**src/rtl/stream_manager_pkg.sv**
```systemverilog
// Shared types for the packet reassembly block: FSM state encoding, widths, helpers.
package stream_manager_pkg;

  localparam int unsigned DATA_W_DEF = 64;
  localparam int unsigned CNT_W      = 32;

  typedef enum logic [1:0] {
    IDLE  = 2'd0,
    RECV  = 2'd1,
    DRAIN = 2'd2
  } state_t;

  function automatic logic [CNT_W-1:0] min_cnt(input logic [CNT_W-1:0] a,
                                               input logic [CNT_W-1:0] b);
    return (a < b) ? a : b;
  endfunction

endpackage

```
**src/rtl/packet_reassembly_if.sv**
```systemverilog
// AXI-Stream bundle (tdata/tvalid/tready/tlast/tuser) with master/slave views.
interface packet_reassembly_if
  import stream_manager_pkg::*;
#(
  parameter int unsigned DATA_W = DATA_W_DEF
) ();

  logic [DATA_W-1:0] tdata;
  logic              tvalid;
  logic              tready;
  logic              tlast;
  logic              tuser;

  modport master (output tdata, output tvalid, output tlast, output tuser, input tready);
  modport slave  (input tdata, input tvalid, input tlast, input tuser, output tready);

endinterface

```
**src/rtl/axis_skid_buffer.sv**
```systemverilog
// Two-entry AXI-Stream register slice: full throughput with a flop-driven s-side ready.
module axis_skid_buffer #(
  parameter int unsigned DATA_W = 64
) (
  input  logic              clk,
  input  logic              arst,
  input  logic [DATA_W-1:0] i_s_data,
  input  logic              i_s_last,
  input  logic              i_s_user,
  input  logic              i_s_valid,
  output logic              o_s_ready,
  output logic [DATA_W-1:0] o_m_data,
  output logic              o_m_last,
  output logic              o_m_user,
  output logic              o_m_valid,
  input  logic              i_m_ready
);

  localparam int unsigned PW = DATA_W + 2;

  logic [PW-1:0] r_out, r_skid, w_out_n, w_skid_n, w_in;
  logic          r_out_valid, r_skid_valid, r_s_ready;
  logic          w_out_valid_n, w_skid_valid_n, w_push, w_pop;

  assign w_in   = {i_s_user, i_s_last, i_s_data};
  assign w_push = i_s_valid & r_s_ready;
  assign w_pop  = r_out_valid & i_m_ready;

  // Skid entry only fills when the output entry is stalled; it drains first.
  always_comb begin
    w_out_n        = r_out;
    w_out_valid_n  = r_out_valid;
    w_skid_n       = r_skid;
    w_skid_valid_n = r_skid_valid;
    if (r_skid_valid) begin
      if (w_pop) begin
        w_out_n        = r_skid;
        w_out_valid_n  = 1'b1;
        w_skid_valid_n = 1'b0;
      end
    end else if (w_push) begin
      if (!r_out_valid || w_pop) begin
        w_out_n       = w_in;
        w_out_valid_n = 1'b1;
      end else begin
        w_skid_n       = w_in;
        w_skid_valid_n = 1'b1;
      end
    end else if (w_pop) begin
      w_out_valid_n = 1'b0;
    end
  end

  always_ff @(posedge clk) begin
    if (arst) begin
      r_out        <= '0;
      r_skid       <= '0;
      r_out_valid  <= 1'b0;
      r_skid_valid <= 1'b0;
      r_s_ready    <= 1'b0;
    end else begin
      r_out        <= w_out_n;
      r_skid       <= w_skid_n;
      r_out_valid  <= w_out_valid_n;
      r_skid_valid <= w_skid_valid_n;
      r_s_ready    <= ~w_skid_valid_n;
    end
  end

  assign o_s_ready = r_s_ready;
  assign o_m_data  = r_out[DATA_W-1:0];
  assign o_m_last  = r_out[DATA_W];
  assign o_m_user  = r_out[DATA_W+1];
  assign o_m_valid = r_out_valid;

endmodule

```
**src/rtl/packet_reassembly.sv**
```systemverilog
// Reassembles mss-sized fragments into one transfer_size-beat stream, flagging length errors.
// Optional statistics counters are built when PACKET_REASSEMBLY_STATS_EN is defined.
module packet_reassembly
  import stream_manager_pkg::*;
#(
  parameter int unsigned DATA_W = DATA_W_DEF
) (
  input  logic                 clk,
  input  logic                 arst,
  packet_reassembly_if.slave   s_axis,
  packet_reassembly_if.master  m_axis,
  input  logic                 trigger,
  input  logic [CNT_W-1:0]     mss,
  input  logic [CNT_W-1:0]     transfer_size,
  output logic                 busy,
  output logic                 done,
  output logic                 err_short,
  output logic                 err_long,
  output logic [CNT_W-1:0]     frag_count,
  output logic [CNT_W-1:0]     err_count
);

  state_t           r_state, w_state_n;
  logic             r_trig_d;
  logic [CNT_W-1:0] r_mss, r_ts, r_total, r_in_frag;
  logic             r_err_short, r_err_long, r_user_seen, r_busy, r_done;
  logic             w_recv, w_arm, w_m_fin, w_skid_ready, w_acc, w_final;
  logic             w_short, w_long, w_boundary, w_user_any;
  logic [CNT_W-1:0] w_remain, w_exp, w_cnt;

  always_ff @(posedge clk) begin
    if (arst) r_state <= IDLE;
    else      r_state <= w_state_n;
  end

  always_comb begin
    w_state_n = r_state;
    case (r_state)
      IDLE:    if (w_arm)            w_state_n = RECV;
      RECV:    if (w_acc && w_final) w_state_n = DRAIN;
      DRAIN:   if (w_m_fin)          w_state_n = IDLE;
      default:                       w_state_n = IDLE;
    endcase
  end

  always_comb begin
    w_recv  = 1'b0;
    w_arm   = 1'b0;
    w_m_fin = 1'b0;
    case (r_state)
      IDLE:    w_arm   = trigger & ~r_trig_d & (mss != '0) & (transfer_size != '0);
      RECV:    w_recv  = 1'b1;
      DRAIN:   w_m_fin = m_axis.tvalid & m_axis.tready & m_axis.tlast;
      default: ;
    endcase
  end

  assign s_axis.tready = w_recv & w_skid_ready;
  assign w_acc         = s_axis.tvalid & s_axis.tready;

  // Expected length is mss, clipped to what remains of the transfer from this fragment's start.
  assign w_cnt      = r_in_frag + 32'd1;
  assign w_remain   = r_ts - (r_total - r_in_frag);
  assign w_exp      = min_cnt(r_mss, w_remain);
  assign w_final    = (r_total + 32'd1) == r_ts;
  assign w_short    = s_axis.tlast & (w_cnt < w_exp);
  assign w_long     = ~s_axis.tlast & (w_cnt == w_exp);
  assign w_boundary = s_axis.tlast | (w_cnt == w_exp);
  assign w_user_any = r_err_short | r_err_long | r_user_seen | w_short | w_long | s_axis.tuser;

  always_ff @(posedge clk) begin
    if (arst) begin
      r_trig_d    <= trigger;
      r_mss       <= '0;
      r_ts        <= '0;
      r_total     <= '0;
      r_in_frag   <= '0;
      r_err_short <= 1'b0;
      r_err_long  <= 1'b0;
      r_user_seen <= 1'b0;
      r_busy      <= 1'b0;
      r_done      <= 1'b0;
    end else begin
      r_trig_d <= trigger;
      r_busy   <= (w_state_n != IDLE);
      r_done   <= w_m_fin;
      if (w_arm) begin
        r_mss       <= mss;
        r_ts        <= transfer_size;
        r_total     <= '0;
        r_in_frag   <= '0;
        r_err_short <= 1'b0;
        r_err_long  <= 1'b0;
        r_user_seen <= 1'b0;
      end else if (w_acc) begin
        r_total   <= r_total + 32'd1;
        r_in_frag <= w_boundary ? '0 : w_cnt;
        if (w_short)      r_err_short <= 1'b1;
        if (w_long)       r_err_long  <= 1'b1;
        if (s_axis.tuser) r_user_seen <= 1'b1;
      end
    end
  end

  axis_skid_buffer #(.DATA_W(DATA_W)) u_skid (
    .clk       (clk),
    .arst      (arst),
    .i_s_data  (s_axis.tdata),
    .i_s_last  (w_final),
    .i_s_user  (w_final & w_user_any),
    .i_s_valid (s_axis.tvalid & w_recv),
    .o_s_ready (w_skid_ready),
    .o_m_data  (m_axis.tdata),
    .o_m_last  (m_axis.tlast),
    .o_m_user  (m_axis.tuser),
    .o_m_valid (m_axis.tvalid),
    .i_m_ready (m_axis.tready)
  );

  assign busy      = r_busy;
  assign done      = r_done;
  assign err_short = r_err_short;
  assign err_long  = r_err_long;

`ifdef PACKET_REASSEMBLY_STATS_EN
  logic [CNT_W-1:0] r_frag_cnt, r_err_cnt;

  always_ff @(posedge clk) begin
    if (arst) begin
      r_frag_cnt <= '0;
      r_err_cnt  <= '0;
    end else if (w_acc) begin
      if (w_boundary)       r_frag_cnt <= r_frag_cnt + 32'd1;
      if (w_short | w_long) r_err_cnt  <= r_err_cnt + 32'd1;
    end
  end

  assign frag_count = r_frag_cnt;
  assign err_count  = r_err_cnt;
`else
  assign frag_count = '0;
  assign err_count  = '0;
`endif

endmodule

```
**src/flat_wrapper.sv**
```systemverilog
// flat-port wrapper written by rule: the top's interface ports become plain ports
module packet_reassembly_flat import stream_manager_pkg::*;
#(
  parameter int unsigned DATA_W = DATA_W_DEF
)
  (clk, arst, trigger, mss, transfer_size, busy, done, err_short, err_long, frag_count, err_count, s_axis_tdata, s_axis_tvalid, s_axis_tlast, s_axis_tuser, s_axis_tready, m_axis_tdata, m_axis_tvalid, m_axis_tlast, m_axis_tuser, m_axis_tready);
  packet_reassembly_if #(.DATA_W(DATA_W)) s_axis_i ();
  packet_reassembly_if #(.DATA_W(DATA_W)) m_axis_i ();
  input  logic clk;
  input  logic arst;
  input  logic trigger;
  input  logic [CNT_W-1:0] mss;
  input  logic [CNT_W-1:0] transfer_size;
  output logic busy;
  output logic done;
  output logic err_short;
  output logic err_long;
  output logic [CNT_W-1:0] frag_count;
  output logic [CNT_W-1:0] err_count;
  input wire logic [$bits(s_axis_i.tdata)-1:0] s_axis_tdata;
  input wire logic [$bits(s_axis_i.tvalid)-1:0] s_axis_tvalid;
  input wire logic [$bits(s_axis_i.tlast)-1:0] s_axis_tlast;
  input wire logic [$bits(s_axis_i.tuser)-1:0] s_axis_tuser;
  output wire logic [$bits(s_axis_i.tready)-1:0] s_axis_tready;
  output wire logic [$bits(m_axis_i.tdata)-1:0] m_axis_tdata;
  output wire logic [$bits(m_axis_i.tvalid)-1:0] m_axis_tvalid;
  output wire logic [$bits(m_axis_i.tlast)-1:0] m_axis_tlast;
  output wire logic [$bits(m_axis_i.tuser)-1:0] m_axis_tuser;
  input wire logic [$bits(m_axis_i.tready)-1:0] m_axis_tready;
  assign s_axis_i.tdata = s_axis_tdata;
  assign s_axis_i.tvalid = s_axis_tvalid;
  assign s_axis_i.tlast = s_axis_tlast;
  assign s_axis_i.tuser = s_axis_tuser;
  assign s_axis_tready = s_axis_i.tready;
  assign m_axis_tdata = m_axis_i.tdata;
  assign m_axis_tvalid = m_axis_i.tvalid;
  assign m_axis_tlast = m_axis_i.tlast;
  assign m_axis_tuser = m_axis_i.tuser;
  assign m_axis_i.tready = m_axis_tready;
  packet_reassembly #(.DATA_W(DATA_W)) u_core (.clk(clk), .arst(arst), .s_axis(s_axis_i), .m_axis(m_axis_i), .trigger(trigger), .mss(mss), .transfer_size(transfer_size), .busy(busy), .done(done), .err_short(err_short), .err_long(err_long), .frag_count(frag_count), .err_count(err_count));
endmodule
```
**config.mk**
```make
export PLATFORM = sky130hd
export DESIGN_NAME = packet_reassembly_flat
export DESIGN_NICKNAME = d
export VERILOG_FILES = /design/src/rtl/stream_manager_pkg.sv /design/src/rtl/packet_reassembly_if.sv /design/src/rtl/axis_skid_buffer.sv /design/src/rtl/packet_reassembly.sv /design/src/flat_wrapper.sv
export SDC_FILE = /design/constraint.sdc
export NUM_CORES = 1
export LEC_CHECK = 0
export ABC_AREA = 1
export BUFFER_PORTS_ARGS = -buffer_cell sky130_fd_sc_hd__clkbuf_2
export CAP_MARGIN = 20
export CORE_MARGIN = 2
export CORE_UTILIZATION = 50
export CTS_CLUSTER_DIAMETER = 120
export DETAILED_ROUTE_END_ITERATION = 12
export PLACE_DENSITY = 0.81
export SLEW_MARGIN = 5
export SYNTH_ARGS = -nofsm -noshare
export SYNTH_HDL_FRONTEND = slang
export SYNTH_SLANG_ARGS = --single-unit
```
**constraint.sdc**
```tcl
create_clock -name clk -period 14.55 [get_ports clk]
set_input_delay 0 -clock clk [delete_from_list [all_inputs] [get_ports clk]]
set_output_delay 0 -clock clk [all_outputs]
set_load 0.005 [all_outputs]
```
# Word level (Yosys, flattened, before mapping)
# Index checks and enable logic that the tools add are counted.
[word_totals]
register_bits = 271
in_bits = 135
[op_classes]
addsub = 4
magnitude_cmp = 2
n_eq_ne = 6
muxes = 22
bitwise_logic = 23
reduce_logical = 17
[op_table]
columns = ["cell", "count"]
rows = [
  ["two-way mux 66 bit", 4],
  ["adder 32 x 1 -> 32 bit (second input constant)", 2],
  ["equality test 32 bit", 2],
  ["< comparator 32 bit", 2],
  ["two-way mux 32 bit", 2],
  ["nonzero test 32 bit", 2],
  ["subtractor 32 bit", 2],
  ["bitwise AND 1 bit", 12],
  ["two-way mux 1 bit", 12],
  ["AND reduction 3 bit", 3],
  ["nonzero test 2 bit", 4],
  ["two-way mux 2 bit", 3],
  ["bitwise OR 1 bit", 6],
  ["one-hot mux 2 bit (3 select lines)", 1],
  ["AND reduction 2 bit", 3],
  ["NOT 1 bit", 5],
  ["!= test 3 x 2 -> 1 bit (second input constant)", 1],
  ["equality test 2 x 1 -> 1 bit (second input constant)", 1],
  ["equality test 2 bit (second input constant)", 1],
  ["zero test 2 bit", 1],
  ["!= test 2 x 1 -> 1 bit (second input constant)", 1],
  ["OR reduction 2 bit", 1],
  ["logical AND 1 bit", 1],
  ["zero test 1 bit", 1],
  ["logical OR 1 bit", 1],
]

# Longest topological paths before layout
[logic_depth]
ltp_word = 13
ltp_mapped = 40
ltp_nobuf = 39

# Modules after synthesis
# Synthesis repeated with hierarchy kept, for this count alone.
[hier_totals]
cells_unflattened = 2846
hier_area_um2 = 18569.1
[by_module_without_submodules]
columns = ["module", "n_inst", "cells_each", "area_each_um2", "seq_area_each_um2"]
rows = [
  ["packet_reassembly", 1, 1830, 12159.2, 2722.6],
  ["axis_skid_buffer", 1, 1016, 6409.9, 2702.6],
]

# Worst setup path after synthesis
# Ideal clock, no wire load.
[synth_path]
path_kind = "register -> register"
start = "reg u_core.r_in_frag[3]"
end = "reg u_core.r_in_frag[15]"
setup_time_ps = 128
arrival_time_ps = 5337
required_ps = 14422
path_slack_ps = 9085
stages_incl_launch_ff = 34
n_path_buf = 2
cell_sequence = "dfxtp_1 > inv_1 > fa_1 > inv_1 > ha_1 > a21oi_1 > o21ai_1 > a21boi_0 > o21bai_1 > a21oi_1 > o21ai_1 > a21oi_1 > inv_1 > nand2_1 > nand2_1 > ha_1 > nand4_1 > o221a_2 > nor2_1 > nor2_1 > nand2_1 > clkbuf_1 > o21ai_0 > ha_1 > nand2_1 > inv_1 > nand3_1 > nor4_1 > nand2_1 > nand3_1 > inv_1 > clkbuf_1 > a22oi_1 > nor2_1"
[synth_between]
elab_chain_cells = 7
[synth_rtl]
columns = ["element", "line", "text"]
rows = [
  ["start, declared", "packet_reassembly.sv:25", "logic [CNT_W-1:0] r_mss, r_ts, r_total, r_in_frag;"],
  ["start signal, assigned", "packet_reassembly.sv:97", "r_in_frag <= w_boundary ? '0 : w_cnt;"],
  ["subtractor 32 bit (2 in a row)", "packet_reassembly.sv:63", "assign w_remain = r_ts - (r_total - r_in_frag);"],
  ["< comparator 32 bit", "stream_manager_pkg.sv:15", "return (a < b) ? a : b;"],
  ["two-way mux 32 bit", "stream_manager_pkg.sv:15", ""],
  ["equality test 32 bit", "packet_reassembly.sv:68", "assign w_boundary = s_axis.tlast | (w_cnt == w_exp);"],
  ["bitwise OR 1 bit", "packet_reassembly.sv:68", ""],
  ["two-way mux 32 bit *", "packet_reassembly.sv:97", ""],
]
# Mark *: on every way between the ends. The rest lies on a longest branch, timed or not.
# A chain may end at the register's enable or synchronous reset.

# Final worst setup path
[layout_path]
start = "reg u_core.r_in_frag[3]"
end = "reg u_core.u_skid.r_out[65]"
[layout_between]
elab_chain_cells = 13
[layout_rtl]
columns = ["element", "line", "text"]
rows = [
  ["subtractor 32 bit (2 in a row)", "packet_reassembly.sv:63", ""],
  ["< comparator 32 bit", "stream_manager_pkg.sv:15", ""],
  ["two-way mux 32 bit", "stream_manager_pkg.sv:15", ""],
  ["< comparator 32 bit", "packet_reassembly.sv:66", "assign w_short = s_axis.tlast & (w_cnt < w_exp);"],
  ["bitwise AND 1 bit", "packet_reassembly.sv:66", ""],
  ["bitwise OR 1 bit", "packet_reassembly.sv:69", "assign w_user_any = r_err_short | r_err_long | r_user_seen | w_short | w_long | s_axis.tuser;"],
  ["bitwise OR 1 bit * (2 in a row)", "packet_reassembly.sv:69", ""],
  ["bitwise AND 1 bit *", "packet_reassembly.sv:110", ".i_s_user (w_final & w_user_any),"],
  ["two-way mux 66 bit *", "axis_skid_buffer.sv:42", "if (!r_out_valid || w_pop) begin"],
  ["two-way mux 66 bit *", "axis_skid_buffer.sv:41", "end else if (w_push) begin"],
  ["two-way mux 66 bit *", "axis_skid_buffer.sv:35", "if (r_skid_valid) begin"],
  ["end signal, assigned", "axis_skid_buffer.sv:62", "r_out <= w_out_n;"],
  ["end, declared", "axis_skid_buffer.sv:21", "logic [PW-1:0] r_out, r_skid, w_out_n, w_skid_n, w_in;"],
]
# Mark *: on every way between the ends. The rest lies on a longest branch, timed or not. The select of a mux whose other input is x is not followed.

==> reports/results.ini <==
[critical_path]
slowest_stage=fa_1
crit_required_ns=15.07
critPathMostFrequentCell=nand2_1
path_delay_family=compound AO/OA/AOI/OAI gates
critPathMaxFanout=64
worst_setup_path_start_kind=flip-flop
cp-end-kind=flip-flop
critPathBufInv=6
regToRegSetupSlack_ns=7.89
path_class=reg2reg
worstPathArrival_ns=7.18
max_stage_delay_ns=0.55

[power_and_ir_drop]
netSwitchingPower_mw=0.615
seq_power_share=0.377
swShare=0.300
clock_power_share=0.411
p_leak_nw=9.40
ir_drop_uv=105
p_comb_frac=0.212
power_density_mw_per_mm2=99.2
internal_power_mw=1.44

[synth]
yosysTopAreaCell=dfxtp_1
synth_top_cell_area_share=0.317
synth_area_leaders=dfxtp_1, nand2_1, ha_1, o21ai_0, nor2_1
ys_seq_elements=271
ys_seq_area_frac=0.317
synth.most_common_cell=nand2_1
ys_types=50
synth.top_cells.by_count=nand2_1, nor2_1, dfxtp_1
syn_area_per_cell_um2=6.86
synth_area_mm2=0.0171
syn_inst=2498
async_reset_ff_frac=0
synthFlopType=dfxtp_1
synth_edf_count=0
yosysWarnings=0

[cts]
clk_pin_slew_ns=0.06
htree_levels=1
cts-root-buf=clkbuf_16
clockBufferDepth=3
cts_tree=built
clock_latency_ns=0.60
cts_sinks=271
cts_made_buffers=31
cts_setup_buffers=0
cts_resized=0

[flow_run]
max_cap_violations=0

[timing]
max_slew_margin=0.367
final-setup-viol-count=0
tightest_slew_ns=0.950
fin_tns_setup_ns=0
fin_crit_sh=0.458
finalMaxSlewViolations=0
fmax_ghz=0.150
skew_ns=0.0165
period_minus_slack_ns=6.66
rsz0062_at_grt=no
hold_viol_final=0

[layout]
fill_cells=2888
synthToLayoutAreaGrowth_pct=20.7
multiInputGateArea_mm2=0.0102
drive_above_1_share=0.117
design_area_mm2=0.0207
layout.nets=3038
n_antenna_cell=0
area.sequential_mm2=0.00543

[detailed_routing]
wl_per_cell_um=16.2
dr.first_iter.drc_count=1348
num_vias=17800
ant_nets=0
drc=0
dr.pass1.iters=6
via_per_inst=5.47
routed_wl_um=52700

[floorplanning]
die_area_mm2=0.0358
row_count=67
io_pins=271
coreArea_mm2=0.0336
die_h_um=189
die_w_um=189
start_util=0.510

[global_routing]
grtUsageTotal=0.283
grt_pass1_vias=16800
grt_overflow=0
antenna_found_initial=0
grt_max_degree=129
grt_pass1_wl_um=83200

[placement]
dp_hpwl_um=36300
io_buffer_count=206
gp_congestion=0.912
placed_area_mm2=0.0182

[hold_path]
hp-class=in2reg

[run_status]
status=finished clean

==> worst register-to-register path, delay by kind of cell (launching register included) <==
family	cells	cell delay, ns
flops	1	0.36
buf+inv	6	0.75
simple gates	15	1.93
fa+ha+maj	4	1.52
compound gates	10	2.03
==> metrics by stage <==
stage          std cells  setup slack, ns  hold WS, ns  total power [mW]  utilization
2_1_floorplan       2561             9.09       0.0277              1.08            -
3_3_place_gp        3056             8.13        0.120              1.17        0.541
3_5_place_dp        3056             7.86        0.131              1.18        0.541
4_1_cts             3245             7.83       0.0721              2.05        0.614
5_1_grt             3247             7.35        0.135              2.14        0.615
6_report            3247             7.89        0.113              2.05        0.615
==> registers in the layout (all words and copies together) (netlist names), 2 cells and up <==
name,count
u_core.u_skid.r_skid,66
u_core.r_total,32
u_core.r_ts,32
u_core.u_skid.r_out,66
u_core.r_mss,32
u_core.r_state,2
u_core.r_in_frag,32
==> power groups by stage <==
| stage | combinational [mW] | clock (mW) | sequential, mW |
|---|---|---|---|
| 4_1_cts | 0.426 | 0.852 | 0.773 |
| 2_1_floorplan | 0.294 | 0 | 0.786 |
| 5_1_grt | 0.487 | 0.880 | 0.775 |
| 3_3_place_gp | 0.382 | 0 | 0.788 |
| 6_report | 0.434 | 0.844 | 0.773 |
| 3_5_place_dp | 0.394 | 0 | 0.789 |
==> layout make-up <==
type | count | area share
clock buffer | 44 | 0.0442
multi-input combinational | 1871 | 0.491
tap | 448 | 0.0271
clock inverter | 13 | 0.00902
timing repair buffer | 353 | 0.121
sequential | 271 | 0.262
inverter | 247 | 0.0449
==> repair_timing <==
item	4_1_cts	5_1_grt
endpoints found under the setup margin	0	0
endpoints found under the hold margin	201	0
hold buffers	132	0
==> path summary, 6_finish.rpt <==
check / cells after the start / to / startpoint
min reg2reg: 2 / u_core.u_skid.r_out[23]$_SDFFE_PP0P_ / u_core.u_skid.r_skid[23]$_SDFFE_PP0P_
min: 2 / u_core.r_trig_d$_DFF_P_ / trigger
max reg2reg: 35 / u_core.u_skid.r_out[65]$_SDFFE_PP0P_ / u_core.r_in_frag[3]$_SDFFE_PP0P_
max: 35 / u_core.u_skid.r_out[65]$_SDFFE_PP0P_ / u_core.r_in_frag[3]$_SDFFE_PP0P_
==> placed cells by master, fill, tap and decap left out, types with 5 or more instances in the layout <==
cell           Yosys  routed
nor2_1           284     282
o21ai_0          221     221
xor2_1            41      41
nand3_1          125     125
clkbuf_2           0     206
buf_4             64      13
a21oi_1          190     190
o21bai_1           9       9
clkbuf_8           0       9
xnor2_1           20      20
nor3_1            14      14
a31oi_1           68      68
nor4_1            20      20
nor2_4            11      13
nor2_2            11      11
dlygate4sd3_1      0     132
nand2_1          570     567
nand2_2            7       9
o211ai_1           8       8
ha_1              97      97
clkinv_2           0       7
fa_1              31      31
conb_1             1      64
dfxtp_1          271     270
a211oi_1           7       7
a21o_1             6       6
clkbuf_16          0      31
inv_1            245     243
nand4_1           19      19
a22oi_1            9       9
o21ai_1            5       5
==> layer usage <==
| layer | vias to the layer above | GRT usage | wire length [um] |
|---|---|---|---|
| met3 | 168 | 0.0625 | 4290 |
| met4 | 0 | 0.104 | 2080 |
| li1 | 8632 | - | - |
| met1 | 8224 | 0.343 | 21000 |
| met5 | - | 0 | 0 |
| met2 | 750 | 0.491 | 25300 |
==> cell families (layout without fill, tap and decap cells) <==
kind of cell             after synthesis  in the layout  synth area share
flip-flops                           271            271             0.317
AO/OA/AOI/OAI                        541            541             0.172
adder cells (fa/ha/maj)              128            128             0.107
AND/OR/NAND/NOR                     1075           1075             0.264
buffers and inverters                419            657             0.107
XOR/XNOR                              63             63            0.0338
other                                  1             64          0.000219
No activity file was read; power rests on OpenSTA's default activity.
